==> src/rtl/cond_pkg.sv <==
// Shared definitions for the conditional-execution unit: condition codes and
// NZCV bit positions within the flag register.
package cond_pkg;

  typedef enum logic [3:0] {
    COND_EQ = 4'b0000,
    COND_NE = 4'b0001,
    COND_CS = 4'b0010,
    COND_CC = 4'b0011,
    COND_MI = 4'b0100,
    COND_PL = 4'b0101,
    COND_VS = 4'b0110,
    COND_VC = 4'b0111,
    COND_HI = 4'b1000,
    COND_LS = 4'b1001,
    COND_GE = 4'b1010,
    COND_LT = 4'b1011,
    COND_GT = 4'b1100,
    COND_LE = 4'b1101,
    COND_AL = 4'b1110,
    COND_NV = 4'b1111
  } cond_t;

  localparam int FLAG_N = 3;
  localparam int FLAG_Z = 2;
  localparam int FLAG_C = 1;
  localparam int FLAG_V = 0;

endpackage

==> src/rtl/cond_check.sv <==
// Purely combinational evaluation of a 4-bit condition field against the
// stored NZCV flags.
module cond_check
  import cond_pkg::*;
(
  input  logic [3:0] Cond,
  input  logic [3:0] Flags,
  output logic       CondEx
);

  logic n, z, c, v, ge;

  always_comb begin
    n  = Flags[FLAG_N];
    z  = Flags[FLAG_Z];
    c  = Flags[FLAG_C];
    v  = Flags[FLAG_V];
    ge = (n == v);

    CondEx = 1'b1;
    case (cond_t'(Cond))
      COND_EQ: CondEx = z;
      COND_NE: CondEx = ~z;
      COND_CS: CondEx = c;
      COND_CC: CondEx = ~c;
      COND_MI: CondEx = n;
      COND_PL: CondEx = ~n;
      COND_VS: CondEx = v;
      COND_VC: CondEx = ~v;
      COND_HI: CondEx = c & ~z;
      COND_LS: CondEx = ~c | z;
      COND_GE: CondEx = ge;
      COND_LT: CondEx = ~ge;
      COND_GT: CondEx = ~z & ge;
      COND_LE: CondEx = z | ~ge;
      // 1111 has no "never" meaning here; it executes like AL.
      COND_AL, COND_NV: CondEx = 1'b1;
      default: CondEx = 1'b1;
    endcase
  end

endmodule

==> src/rtl/cond_logic.sv <==
// Conditional-execution unit: holds NZCV, evaluates the condition on the stored
// (pre-update) flags and gates the decoder's write strobes with the result.
module cond_logic
  import cond_pkg::*;
(
  input  logic       clk,
  input  logic       rst,
  input  logic       en,
  input  logic [3:0] ALUFlags,
  input  logic [3:0] Cond,
  input  logic [1:0] FlagW,
  input  logic       PCS,
  input  logic       RegW,
  input  logic       MemW,
  input  logic       NoWrite,
  output logic       PCSrc,
  output logic       RegWrite,
  output logic       MemWrite,
  output logic       CondEx,
  output logic       CondExR,
  output logic [3:0] Flags
);

  logic [1:0] nz_q, nz_d;
  logic [1:0] cv_q, cv_d;
  logic       cond_ex_r_q;
  logic [1:0] flag_write;

  assign Flags   = {nz_q, cv_q};
  assign CondExR = cond_ex_r_q;

  cond_check u_cond_check (
    .Cond   (Cond),
    .Flags  (Flags),
    .CondEx (CondEx)
  );

  // A failed condition suppresses every architectural side effect, flags included.
  always_comb begin
    flag_write = FlagW & {2{CondEx}};
    nz_d       = flag_write[1] ? ALUFlags[FLAG_N:FLAG_Z] : nz_q;
    cv_d       = flag_write[0] ? ALUFlags[FLAG_C:FLAG_V] : cv_q;
    PCSrc      = PCS & CondEx;
    RegWrite   = RegW & CondEx & ~NoWrite;
    MemWrite   = MemW & CondEx;
  end

  always_ff @(posedge clk or posedge rst) begin
    if (rst) begin
      nz_q        <= 2'b00;
      cv_q        <= 2'b00;
      cond_ex_r_q <= 1'b0;
    end else if (en) begin
      nz_q        <= nz_d;
      cv_q        <= cv_d;
      cond_ex_r_q <= CondEx;
    end
  end

endmodule
==> config.mk <==
export PLATFORM = sky130hd
export DESIGN_NAME = cond_logic
export DESIGN_NICKNAME = d
export VERILOG_FILES = /design/src/rtl/cond_pkg.sv /design/src/rtl/cond_check.sv /design/src/rtl/cond_logic.sv
export SDC_FILE = /design/constraint.sdc
export NUM_CORES = 1
export LEC_CHECK = 0
export CAP_MARGIN = 15
export CORE_AREA = 2 2 39 41
export CTS_CLUSTER_DIAMETER = 30
export DETAILED_ROUTE_END_ITERATION = 10
export DIE_AREA = 0 0 41 43
export DONT_BUFFER_PORTS = 1
export GPL_TIMING_DRIVEN = 0
export SYNTH_ARGS = -nofsm -noshare
export SYNTH_HDL_FRONTEND = slang
export SYNTH_SLANG_ARGS = --single-unit
==> constraint.sdc <==
create_clock -name clk -period 3.6 [get_ports clk]
set_input_delay 0.54 -clock clk [delete_from_list [all_inputs] [get_ports clk]]
set_output_delay 0.54 -clock clk [all_outputs]
set_load 0.03 [all_outputs]
==> key figures <==
Run status
  – Status: complete, no violations

GRT
  – Vias in the first global route: about 370
  – Initial antenna violation count: 0
  – First-pass GRT wire length: between 1 and 1.5 mm
  – GR Util All Layers: between 10% and 20%
  – Total grt overflow: 0
  – Largest net degree at the start of global routing: 11

Clock network
  – Clk slew on worst S/H paths: 40 ps
  – Later-pin clock latency in the skew report: approximately 240 ps
  – CTS Buf Count: 3
  – Root Driver: clkbuf_4
  – Post_cts resized: 0
  – Sink Count: 5
  – CTS tree: yes
  – Cts hold-fix bufs: 0
  – Setup Buffers After CTS: 0
  – H-tree Lvls: 1
  – Clk buf depth: 2

Floorplanning
  – Die H: between 40 and 50 um
  – Row cnt: 14
  – Core ar.: ~0.0014 mm2
  – Total Die Area: roughly 0.0018 mm2
  – DIE WIDTH: between 40 and 50 um
  – Starting density of the core: 33.09%
  – I/O pin total: 26

Timing
  – Max Freq: a little over 300 MHz
  – Worst Tran Pin Value: roughly 470 ps
  – Slew Limit Fails: 0
  – Relative slew slack: between 60% and 70%
  – Min Tclk post-route: 3251 ps
  – Final period utilization: 90.30%
  – Unrepaired setup endpoints after global routing: false
  – Clock Skews: about 1.5 ps
  – Final WS setup: about 350 ps
  – Final Hold Viols: 0
  – Hold Slack: just under 80 ps
  – Final setup vio count: 0
  – Setup tns final: 0 ps

Finish
  – Final #Nets: 72
  – Layout area overhead: 10.11%
  – Non-filler cells, final: 70
  – Share of cells above drive strength 1: ~24%
  – Ant diodes: 0
  – Final design utilization: between 30% and 40%
  – # fillers: approximately 150

Setup path
  – Critical path type: flop to primary output
  – CP Capture Type: primary output
  – Worst Path Max Fanout: 7
  – Worst Path Arrival: between 2000 and 3000 ps
  – Critical path launch point type: flop
  – Worst Path Required: between 3000 and 4000 ps
  – R2R setup slack: 1250 ps

Route
  – DR vias: 406
  – Drt drc: 0
  – Via density per instance: 5.800
  – First-pass iteration count of the detailed router: 4
  – Iter 0 DRT Violations: 4
  – Post-DR wirelength/cell: between 10 and 15 um
  – DRT antenna net count: 0
  – Final wirelength: 959 um

Flow run
  – Count of max-cap constraint violations: 0

Place
  – Dpl ws: 601.3 ps
  – Routability congestion estimate: 0.6380
  – Port-buffer cells: 0
  – Placed Instances: 66
  – HPWL after detailed placement: 780 um

Synth
  – Post-synth cell types: 31
  – Cells after Synth: 50
  – Syn avg cell area: 9.159 um2
  – Post-synth EDFFs: 0
  – Top cells by area, synth: dfrtp_1 (27%), mux2_1 (7.4%), a211oi_4 (4.4%)
  – Asr flop ratio synth: between 90% and 100%
  – Yosys warnings: 0
  – Yosys top cell area share: 27.32%
  – Count leader, synth: dfrtp_1
  – Mapped cell area: around 460 um2
  – Net Count, Synth: between 60 and 70
  – Synth Flop Type: dfrtp_1
  – Cell accounting for the most synthesized area: dfrtp_1
  – Top post-synthesis cells by count: dfrtp_1 (5), a21oi_1 (4), nand2_1 (4)
  – Post-synthesis sequential area ratio: between 20% and 30%
  – Synthesis-stage register bit count: 5

Pwr
  – VDD IR max: 0.3740 mV
  – Leak: between 0.0002 and 0.00025 uW
  – Pwr/cell area: 792.4 mW/mm2

Hold path
  – Hold Crit Class: input pin to async pin
==> worst paths after layout <==
| kind | from | to | cells past startpoint |
|---|---|---|---|
| min | rst | cv_q[0]$_DFFE_PP0P_ | 1 |
| max in group asynchronous | rst | CondExR$_DFFE_PP0P_ | 1 |
| min in group clk | ALUFlags[0] | cv_q[0]$_DFFE_PP0P_ | 1 |
| max | nz_q[1]$_DFFE_PP0P_ | RegWrite | 5 |
| min reg2reg | CondExR$_DFFE_PP0P_ | CondExR$_DFFE_PP0P_ | 1 |
| max reg2reg | nz_q[1]$_DFFE_PP0P_ | CondExR$_DFFE_PP0P_ | 5 |
==> per-stage QoR <==
stage	cell area, um2	power, uW
after global routing	504.2	431.2
final	504.2	399.6
after floorplan	457.9	309.1
after detailed placement	478.0	336.2
after CTS	504.2	404.9
after global placement	478.0	333.9
==> cell families (layout without fill, tap and decap cells) <==
family          count (synthesis)  count (layout)  share of synthesized area (%)
simple gates                   20              20                          25.96
compound gates                 14              14                          27.32
mux                             5               5                          12.02
flops                           5               5                          27.32
buf+inv                         4               8                          3.551
xor+xnor                        2               2                          3.826
==> critical path, cell delays in order, from the launching register on <==
cell	delay [ps]
dfrtp_1	550
xor2_1	240
or4_1	410
a311o_1	400
a21boi_2	430
and3b_1	430
==> flip-flops by register name (all words and copies together), names as in the netlist <==
register	cells
nz_q	2
CondExR	1
cv_q	2
==> final cells by class <==
cell class / instances / area (um2) / share of cell area (%)
multi-input cells: 41 / 316.6 / 62.78
flip-flops and latches: 5 / 125.1 / 24.81
clock buffers: 4 / 26.28 / 5.211
well taps: 16 / 20.02 / 3.970
inverters: 3 / 11.26 / 2.233
plain buffers: 1 / 5.005 / 0.9926
==> per-layer routing <==
metal | global-route usage, % | vias up | part of all wire [%]
met5 | 0 | - | 0
met4 | 8.000 | 0 | 2.4
met3 | 4.188 | 2 | 8.1
met2 | 15.63 | 17 | 45
met1 | 15.74 | 193 | 44
li1 | - | 194 | -
==> power breakdown <==
part | internal [uW] | switching [uW]
combinational | 66.4 | 81.2
clock | 41.9 | 22.8
sequential | 83.6 | 104
total | 192 | 208
==> cell usage in the layout, fill, tap and decap left out, drive strengths merged, types with 2 or more instances in the layout <==
master	n
nand2	5
inv	3
and2	2
nand3	3
mux2	4
dfrtp	5
a21oi	5
clkbuf	4
and3b	2
nor2b	2
Note: power is estimated with default switching activity, not from simulation.
